<file path="config.mk">
export PLATFORM = sky130hd
export DESIGN_NAME = fetch_ctrl_flat
export DESIGN_NICKNAME = d
export VERILOG_FILES = /design/src/rtl/fetch_ctrl_if.sv /design/src/rtl/fetch_ctrl.sv /design/src/flat_wrapper.sv
export SDC_FILE = /design/constraint.sdc
export NUM_CORES = 1
export LEC_CHECK = 0
export CAP_MARGIN = 5
export CORE_ASPECT_RATIO = 1.4
export CORE_MARGIN = 2
export CORE_UTILIZATION = 30
export CTS_BUF_LIST = sky130_fd_sc_hd__clkbuf_8
export DETAILED_ROUTE_END_ITERATION = 16
export GPL_ROUTABILITY_DRIVEN = 0
export GPL_TIMING_DRIVEN = 0
export RECOVER_POWER = 100
export SYNTH_ARGS = -nofsm -noshare
export SYNTH_HDL_FRONTEND = slang
export SYNTH_SLANG_ARGS = --single-unit
</file>
<file path="constraint.sdc">
create_clock -name clk -period 3.6 [get_ports clk]
set_input_delay 0.54 -clock clk [delete_from_list [all_inputs] [get_ports clk]]
set_output_delay 0.54 -clock clk [all_outputs]
set_load 0.02 [all_outputs]
</file>
<file path="src/rtl/fetch_ctrl_if.sv">
// ============================================================================
// fetch_ctrl_if : hazard/redirect/debug bus between the core and fetch_ctrl
// Revision      : 1.0
// ============================================================================
`default_nettype none

interface fetch_ctrl_if;
  logic        stall_i;
  logic        redirect_valid;
  logic [31:0] redirect_pc;
  logic        halt_req;
  logic        resume;
  logic [31:0] pc_next;
  logic        fetch_stall;
  logic        flush_o;
  logic [1:0]  state_o;
  logic        fault_o;
  logic [31:0] fetch_count;
  logic [31:0] stall_count;
  logic [31:0] redirect_count;

  modport master (
    output stall_i, redirect_valid, redirect_pc, halt_req, resume,
    input  pc_next, fetch_stall, flush_o, state_o, fault_o,
    input  fetch_count, stall_count, redirect_count
  );

  modport slave (
    input  stall_i, redirect_valid, redirect_pc, halt_req, resume,
    output pc_next, fetch_stall, flush_o, state_o, fault_o,
    output fetch_count, stall_count, redirect_count
  );
endinterface

`default_nettype wire

</file>
<file path="src/rtl/fetch_ctrl.sv">
// ============================================================================
// fetch_ctrl : PC sequencer with stall, redirect, debug halt and address fault
//              Optional perf counters under `FETCH_CTRL_PERF_EN.
// Revision   : 1.0
// ============================================================================
`default_nettype none

module fetch_ctrl #(
  parameter logic [31:0] RESET_PC   = 32'h0000_0000,
  parameter int          IMEM_DEPTH = 256
) (
  input  wire logic  clk,
  input  wire logic  reset,
  fetch_ctrl_if.slave bus
);

  localparam logic [1:0] S_BOOT  = 2'd0;
  localparam logic [1:0] S_RUN   = 2'd1;
  localparam logic [1:0] S_HALT  = 2'd2;
  localparam logic [1:0] S_FAULT = 2'd3;

  localparam logic [32:0] C_PC_LIMIT = 33'(IMEM_DEPTH) * 33'd4;

  logic [1:0]  state_q, state_d;
  logic [31:0] pc_q, pc_d;
  logic        flush_q, flush_d;
  logic        fault_q, fault_d;

  logic        redirect_bad;
  logic        seq_wrap;
  logic        redirect_ok;

  assign redirect_bad = (bus.redirect_pc[1:0] != 2'b00) ||
                        ({1'b0, bus.redirect_pc} >= C_PC_LIMIT);
  // Computed in 33 bits so a limit of 2^32 still traps instead of wrapping.
  assign seq_wrap     = ({1'b0, pc_q} + 33'd4) >= C_PC_LIMIT;
  assign redirect_ok  = ((state_q == S_RUN) || (state_q == S_HALT)) &&
                        bus.redirect_valid && !redirect_bad;

  always_comb begin
    state_d = state_q;
    pc_d    = pc_q;
    flush_d = 1'b0;
    fault_d = fault_q;
    case (state_q)
      S_BOOT: state_d = S_RUN;
      S_RUN: begin
        if (bus.redirect_valid) begin
          if (redirect_bad) begin
            state_d = S_FAULT;
          end else begin
            pc_d    = bus.redirect_pc;
            flush_d = 1'b1;
          end
        end else if (bus.halt_req) begin
          state_d = S_HALT;
        end else if (bus.stall_i) begin
          pc_d = pc_q;
        end else if (seq_wrap) begin
          state_d = S_FAULT;
        end else begin
          pc_d = pc_q + 32'd4;
        end
      end
      S_HALT: begin
        if (bus.redirect_valid) begin
          if (redirect_bad) begin
            state_d = S_FAULT;
          end else begin
            pc_d    = bus.redirect_pc;
            flush_d = 1'b1;
            if (bus.resume && !bus.halt_req) state_d = S_RUN;
          end
        end else if (bus.resume && !bus.halt_req) begin
          state_d = S_RUN;
        end
      end
      S_FAULT: state_d = S_FAULT;
      default: state_d = S_BOOT;
    endcase
    // FAULT keeps flush asserted every cycle it is occupied.
    if (state_d == S_FAULT) begin
      fault_d = 1'b1;
      flush_d = 1'b1;
    end
  end

  always_ff @(posedge clk) begin
    if (reset) begin
      state_q <= S_BOOT;
      pc_q    <= RESET_PC;
      flush_q <= 1'b0;
      fault_q <= 1'b0;
    end else begin
      state_q <= state_d;
      pc_q    <= pc_d;
      flush_q <= flush_d;
      fault_q <= fault_d;
    end
  end

  always_comb begin
    bus.fetch_stall = 1'b1;
    if (state_q == S_RUN) bus.fetch_stall = bus.stall_i & ~bus.redirect_valid;
  end

  assign bus.pc_next = pc_q;
  assign bus.flush_o = flush_q;
  assign bus.state_o = state_q;
  assign bus.fault_o = fault_q;

`ifdef FETCH_CTRL_PERF_EN
  logic [31:0] fetch_count_q, fetch_count_d;
  logic [31:0] stall_count_q, stall_count_d;
  logic [31:0] redirect_count_q, redirect_count_d;
  logic        run_quiet;

  assign run_quiet = (state_q == S_RUN) && !bus.redirect_valid && !bus.halt_req;

  always_comb begin
    fetch_count_d    = fetch_count_q;
    stall_count_d    = stall_count_q;
    redirect_count_d = redirect_count_q;
    if (run_quiet && !bus.stall_i && !seq_wrap && (fetch_count_q != 32'hFFFF_FFFF))
      fetch_count_d = fetch_count_q + 32'd1;
    if (run_quiet && bus.stall_i && (stall_count_q != 32'hFFFF_FFFF))
      stall_count_d = stall_count_q + 32'd1;
    if (redirect_ok && (redirect_count_q != 32'hFFFF_FFFF))
      redirect_count_d = redirect_count_q + 32'd1;
  end

  always_ff @(posedge clk) begin
    if (reset) begin
      fetch_count_q    <= 32'd0;
      stall_count_q    <= 32'd0;
      redirect_count_q <= 32'd0;
    end else begin
      fetch_count_q    <= fetch_count_d;
      stall_count_q    <= stall_count_d;
      redirect_count_q <= redirect_count_d;
    end
  end

  assign bus.fetch_count    = fetch_count_q;
  assign bus.stall_count    = stall_count_q;
  assign bus.redirect_count = redirect_count_q;
`else
  logic unused_redirect_ok;
  assign unused_redirect_ok = redirect_ok;

  assign bus.fetch_count    = 32'd0;
  assign bus.stall_count    = 32'd0;
  assign bus.redirect_count = 32'd0;
`endif

endmodule

`default_nettype wire

</file>
<file path="src/flat_wrapper.sv">
// flat-port wrapper written by rule: the top's interface ports become plain ports
module fetch_ctrl_flat 
#(
  parameter logic [31:0] RESET_PC   = 32'h0000_0000,
  parameter int          IMEM_DEPTH = 256
)
  (clk, reset, bus_stall_i, bus_redirect_valid, bus_redirect_pc, bus_halt_req, bus_resume, bus_pc_next, bus_fetch_stall, bus_flush_o, bus_state_o, bus_fault_o, bus_fetch_count, bus_stall_count, bus_redirect_count);
  fetch_ctrl_if bus_i ();
  input  wire logic clk;
  input  wire logic reset;
  input wire logic [$bits(bus_i.stall_i)-1:0] bus_stall_i;
  input wire logic [$bits(bus_i.redirect_valid)-1:0] bus_redirect_valid;
  input wire logic [$bits(bus_i.redirect_pc)-1:0] bus_redirect_pc;
  input wire logic [$bits(bus_i.halt_req)-1:0] bus_halt_req;
  input wire logic [$bits(bus_i.resume)-1:0] bus_resume;
  output wire logic [$bits(bus_i.pc_next)-1:0] bus_pc_next;
  output wire logic [$bits(bus_i.fetch_stall)-1:0] bus_fetch_stall;
  output wire logic [$bits(bus_i.flush_o)-1:0] bus_flush_o;
  output wire logic [$bits(bus_i.state_o)-1:0] bus_state_o;
  output wire logic [$bits(bus_i.fault_o)-1:0] bus_fault_o;
  output wire logic [$bits(bus_i.fetch_count)-1:0] bus_fetch_count;
  output wire logic [$bits(bus_i.stall_count)-1:0] bus_stall_count;
  output wire logic [$bits(bus_i.redirect_count)-1:0] bus_redirect_count;
  assign bus_i.stall_i = bus_stall_i;
  assign bus_i.redirect_valid = bus_redirect_valid;
  assign bus_i.redirect_pc = bus_redirect_pc;
  assign bus_i.halt_req = bus_halt_req;
  assign bus_i.resume = bus_resume;
  assign bus_pc_next = bus_i.pc_next;
  assign bus_fetch_stall = bus_i.fetch_stall;
  assign bus_flush_o = bus_i.flush_o;
  assign bus_state_o = bus_i.state_o;
  assign bus_fault_o = bus_i.fault_o;
  assign bus_fetch_count = bus_i.fetch_count;
  assign bus_stall_count = bus_i.stall_count;
  assign bus_redirect_count = bus_i.redirect_count;
  fetch_ctrl #(.RESET_PC(RESET_PC), .IMEM_DEPTH(IMEM_DEPTH)) u_core (.clk(clk), .reset(reset), .bus(bus_i));
endmodule
</file>
## After elaboration in Yosys (flattened, before gate mapping)

Cells that the tools add are included.

| storage, ports and cells | value |
|---|---|
| flip-flop bits (word level) | 36 |
| output and inout port bits | 133 |

| operators by class | value |
|---|---|
| bitwise logic cells | 2 |
| equal/unequal tests | 8 |
| reductions and logical operators | 8 |
| add/sub/neg operators | 2 |
| order comparisons | 2 |
| multiplexer cells | 21 |

Operators with widths:

| kind | count |
|---|---|
| $mux 32 | 6 |
| $pmux 32 s2 | 1 |
| $add 32x3->33 const B | 1 |
| $ge 33x11->1 const B | 1 |
| $add 32x3->32 const B | 1 |
| $ge 32x11->1 const B | 1 |
| $mux 2 | 8 |
| $ne 3x3->1 const B | 3 |
| $pmux 2 s4 | 1 |
| $eq 2x2->1 const B | 3 |
| $mux 1 | 5 |
| $reduce_and 5->1 | 1 |
| $reduce_bool 2->1 | 2 |
| $eq 2x1->1 const B | 1 |
| $logic_not 2->1 | 1 |
| $ne 2x2->1 const B | 1 |
| $reduce_or 2->1 | 1 |
| $and 1x1->1 | 1 |
| $logic_and 1x1->1 | 1 |
| $logic_not 1->1 | 1 |
| $logic_or 1x1->1 | 1 |
| $not 1->1 | 1 |

## Depth between registers and ports, before layout

| depth | value |
|---|---|
| depth after elaboration | 9 |
| mapped depth | 12 |

## Least setup slack after synthesis

No wires, ideal clock.

| path | value |
|---|---|
| path kind | register -> register |
| start point | reg u_core.pc_q[2] (netlist: u_core.bus.pc_next[2]) |
| end point | reg u_core.pc_q[31] (netlist: u_core.bus.pc_next[31]) |
| setup slack | 600 ps |
| stages on the path, launching flop included | 12 |
| data arrival time | 2883 ps |
| setup time | 117 ps |
| path through | dfxtp_1 -> ha_1 -> and4_1 -> nand3_2 -> o31ai_1 -> nand4_1 -> a2111o_1 -> o31ai_1 -> and3_1 -> buf_6 -> o21ai_1 -> a32o_1 |

| on the way | value |
|---|---|
| cells in the longest elaborated chain, start to end | 6 |
| elaborated cells between the ends (all ways) | 10 |

RTL lines:

| item | RTL line | source |
|---|---|---|
| start: declaration | fetch_ctrl.sv:25 | `logic [31:0] pc_q, pc_d;` |
| start signal: assignment | fetch_ctrl.sv:96 | `pc_q <= pc_d;` |
| parallel branches: the longest is 6 deep, another holds $add 32x3->33 | - |  |

Several ways; the timed one is not identified. The select of a mux whose other input is x is not followed.
A chain may end at the register's enable or synchronous reset.

## Final worst setup path

| path | value |
|---|---|
| start point | reg u_core.pc_q[2] (netlist: u_core.bus.pc_next[2]) |
| end point | reg u_core.pc_q[5] (netlist: u_core.bus.pc_next[5]) |

The elaborated chain is that of the path after synthesis.

==> metrics.md <==
| Metric | Value |
|---|---|
| Outcome | finished clean |
| Worst setup path startpoint | u_core.bus.pc_next[2]$_SDFFE_PP0P_ |
| Final worst path period share | a little over nine tenths |
| # hold bufs at CTS | 0 |
| WHS | roughly 0.48 ns |
| Seq cells post-synth | 36 |
| Synth Flop Type | dfxtp_1 |
| First-pass GRT wire length | between 15000 and 20000 um |
| CP Capture Type | flop |
| Skew final | about 0.008 ns |
| Register-to-register setup slack | ~0.18 ns |
| Routed len/inst | roughly 14 um |
| Die height | around 130 um |
| Sequential-to-total area share from yosys stat | roughly a fifth |
| Max Cap Viol | 0 |
| Arrival time at the worst endpoint | 3.62 ns |
| Hold Violations, Final | 0 |
| Synth Area per Inst | ~7.6 um2 |
| Post-route cell area | ~4800 um2 |
| WL final | ~11000 um |
| Final Max Slew Viols | 0 |
| Share of cells above drive strength 1 | 21.46% |
| Hold Crit Class | reg -> reg |
| Post-DR vias/cell | roughly 4.8 |
| Power density cells | 233.4 nW/um2 |
| Nets@finish | ~670 |
| Netlist Area Pre-Place | about 3400 um2 |
| Worst skew pair latency | around 0.30 ns |
| CORE AREA | 11220 um2 |
| CTS tree | done |
| DRC violations left | 0 |
| VDD IR max | 0.1251 mV |
| Port Buffers | between 70 and 80 |
| CTS buffer count | 5 |
| Post-route minimum period | roughly 3.4 ns |
| Antenna diode count | 0 |
| Crit-path max FO | 8 |
| Post-synth ARST share | 0% |
| Crit Path Class | reg -> reg |
| CTS H-tree lvls | 2 |
| FP Rows | 46 |
| Pin count of the biggest net entering global routing | 11 |
| Hold Crit Start | u_core.bus.pc_next[0]$_SDFFE_PP0P_ |
| Drt first pass iters | 5 |
| Library cells used by synthesis | 64 |
| Placed Instances | 765 |
| Post-synth EDFFs | 0 |
| Max-slew headroom | 43.23% |
| Full die area | ~12000 um2 |
| Slew @ Worst Pin | 0.8301 ns |
| CP Launch Type | flop |
| Leak Pwr | roughly 2.2 nW |
| Horiz. Die Dim | 94.17 um |
| Initial antenna violation count | 0 |
| Global Route Usage Sum | around 16% |
| Clock root cell | clkbuf_8 |
| Req. time, crit path | approximately 3.8 ns |
| Synth-to-Final Area Change | 40.31% |
| Grt total ovfl | 0 |
| Setup Fix Bufs, Post-CTS | 0 |
| Synth Instances | around 450 |
| Setup violators final | 0 |
| Clk sinks | 36 |
| Achievable frequency | ~0.29 GHz |
| Final ANT Viol Nets | 0 |
| Total number of vias | roughly 3700 |
| Vias in the first global route | approximately 3300 |
| DRT iter0 DRCs | roughly 180 |
| Fin util | about 43% |
| Warnings, synthesis | 0 |
| RSZ-0062 raised after global routing | false |
| R2R Path Start | u_core.bus.pc_next[2]$_SDFFE_PP0P_ |
| Post-DP Area | roughly 4700 um2 |
| Final cell count without fillers | 773 |
| Initial core utilization | between 30% and 40% |
| Longest Clk Path Bufs | 2 |
| IO Pins | 171 |
| Worst-path clk slew | approximately 0.080 ns |
| Fill cells | roughly 1200 |
| Hpwl dp | 8569 um |
[final cells by class]
type / count / area, um2 / area share (%)
plain buffers: 117 / 823.3 / 17.18
multi-input cells: 379 / 2177 / 45.44
clock buffers: 6 / 82.58 / 1.724
repair buffers: 74 / 740.7 / 15.46
clock inverters: 2 / 7.507 / 0.1567
inverters: 15 / 56.30 / 1.175
flip-flops and latches: 36 / 723.2 / 15.10
well taps: 144 / 180.2 / 3.761
[sequential cells by signal (all words and copies together), names as in the netlist]
signal / cells
u_core.bus.flush_o: 1
u_core.bus.fault_o: 1
u_core.bus.pc_next: 32
u_core.bus.state_o: 2
[power by group]
part	switching, mW	total (mW)	internal, mW
Clock	0.152	0.302	0.151
Sequential	0.0155	0.424	0.409
Combinational	0.227	0.392	0.165
[kinds of logic (layout without fill, tap and decap cells)]
logic type | Yosys count | after routing | share of synthesized area (%)
buf+inv | 132 | 214 | 26.02
flops | 36 | 36 | 21.11
fa+ha+maj | 6 | 6 | 2.199
xor+xnor | 3 | 3 | 0.7697
other cells | 1 | 96 | 0.1098
mux | 1 | 1 | 0.2932
compound gates | 119 | 119 | 24.51
simple gates | 154 | 154 | 24.99
[metrics by stage]
step	power, mW	TNS (ns)	worst slack, ns
global route	1.170	0	0.003752
CTS	1.132	0	0.002582
finish	1.118	0	0.1827
detailed placement	0.8259	-0.2151	-0.08267
floorplan	0.7175	0	0.6000
global placement	0.8251	-0.07971	-0.07212
[repair_timing]
item / 4_1_cts / 5_1_grt
setup endpoints to repair: 10 / 15
cloned: 0 / 0
hold endpoints to repair: 0 / 0
gates resized for setup: 2 / 4
pin swaps: 0 / 0
[critical path, cell delays in order (launching register included)]
cell	delay [ns]
dfxtp_2	0.43
ha_1	0.26
and4_1	0.35
nand3_2	0.22
o31ai_1	0.29
nand4_1	0.13
a2111o_1	0.54
o31ai_2	0.33
and3_1	0.20
clkbuf_2	0.21
nor2_4	0.06
a221oi_1	0.30
[layout by cell type, fill, tap and decap left out, types with 4 or more instances in the layout]
cell             count
buf_4               97
clkdlybuf4s50_1     36
and3_1              11
a311oi_1            10
o31ai_1              5
and4_1               4
nor2_1              26
nor3_1               6
a21oi_1             16
ha_1                 6
dfxtp_1             34
nand4_1             17
o21ai_0             26
nand2_1             32
buf_2                7
conb_1              96
a31oi_1             10
clkbuf_1             9
a211oi_1             8
nor4_1              10
clkbuf_8             6
or3_1                6
dlygate4sd3_1       38
nand3_1             18
inv_1               17
[synth_stat cells, types with 4 or more instances]
| library cell | count | share of area (%) |
|---|---|---|
| nand4_1 | 17 | 3.1 |
| or3_1 | 6 | 1.1 |
| o31ai_1 | 6 | 1.3 |
| and4_1 | 4 | 1.0 |
| o21ai_1 | 7 | 1.0 |
| a21oi_1 | 16 | 2.3 |
| buf_2 | 8 | 1.2 |
| and3_1 | 11 | 2.0 |
| nor4_1 | 10 | 1.8 |
| nand3_1 | 18 | 2.6 |
| o21ai_0 | 22 | 3.2 |
| clkbuf_1 | 9 | 0.99 |
| nor3_1 | 8 | 1.2 |
| a31oi_1 | 10 | 1.8 |
| dfxtp_1 | 36 | 21 |
| nor2_1 | 26 | 2.9 |
| nand2_1 | 32 | 3.5 |
| buf_4 | 98 | 22 |
| ha_1 | 6 | 2.2 |
| a211oi_1 | 8 | 1.8 |
| inv_1 | 15 | 1.6 |
| a311oi_1 | 11 | 2.8 |
[final timing paths]
kind / endpoint / depth (start not counted)
worst max-delay path: u_core.bus.pc_next[5]$_SDFFE_PP0P_ / 11
worst min-delay path: u_core.bus.pc_next[0]$_SDFFE_PP0P_ / 1
worst max register to register: u_core.bus.pc_next[5]$_SDFFE_PP0P_ / 11
worst min register to register: u_core.bus.pc_next[0]$_SDFFE_PP0P_ / 1
[per-layer routing]
layer / GRT usage (%) / vias up / share of wire [%]
li1: - / 1827 / -
met1: 18.44 / 1639 / 38
met2: 29.83 / 208 / 51
met3: 2.829 / 25 / 8.7
met4: 8.099 / 0 / 3.1
met5: 0 / - / 0
(Power assumes the default switching activity.)
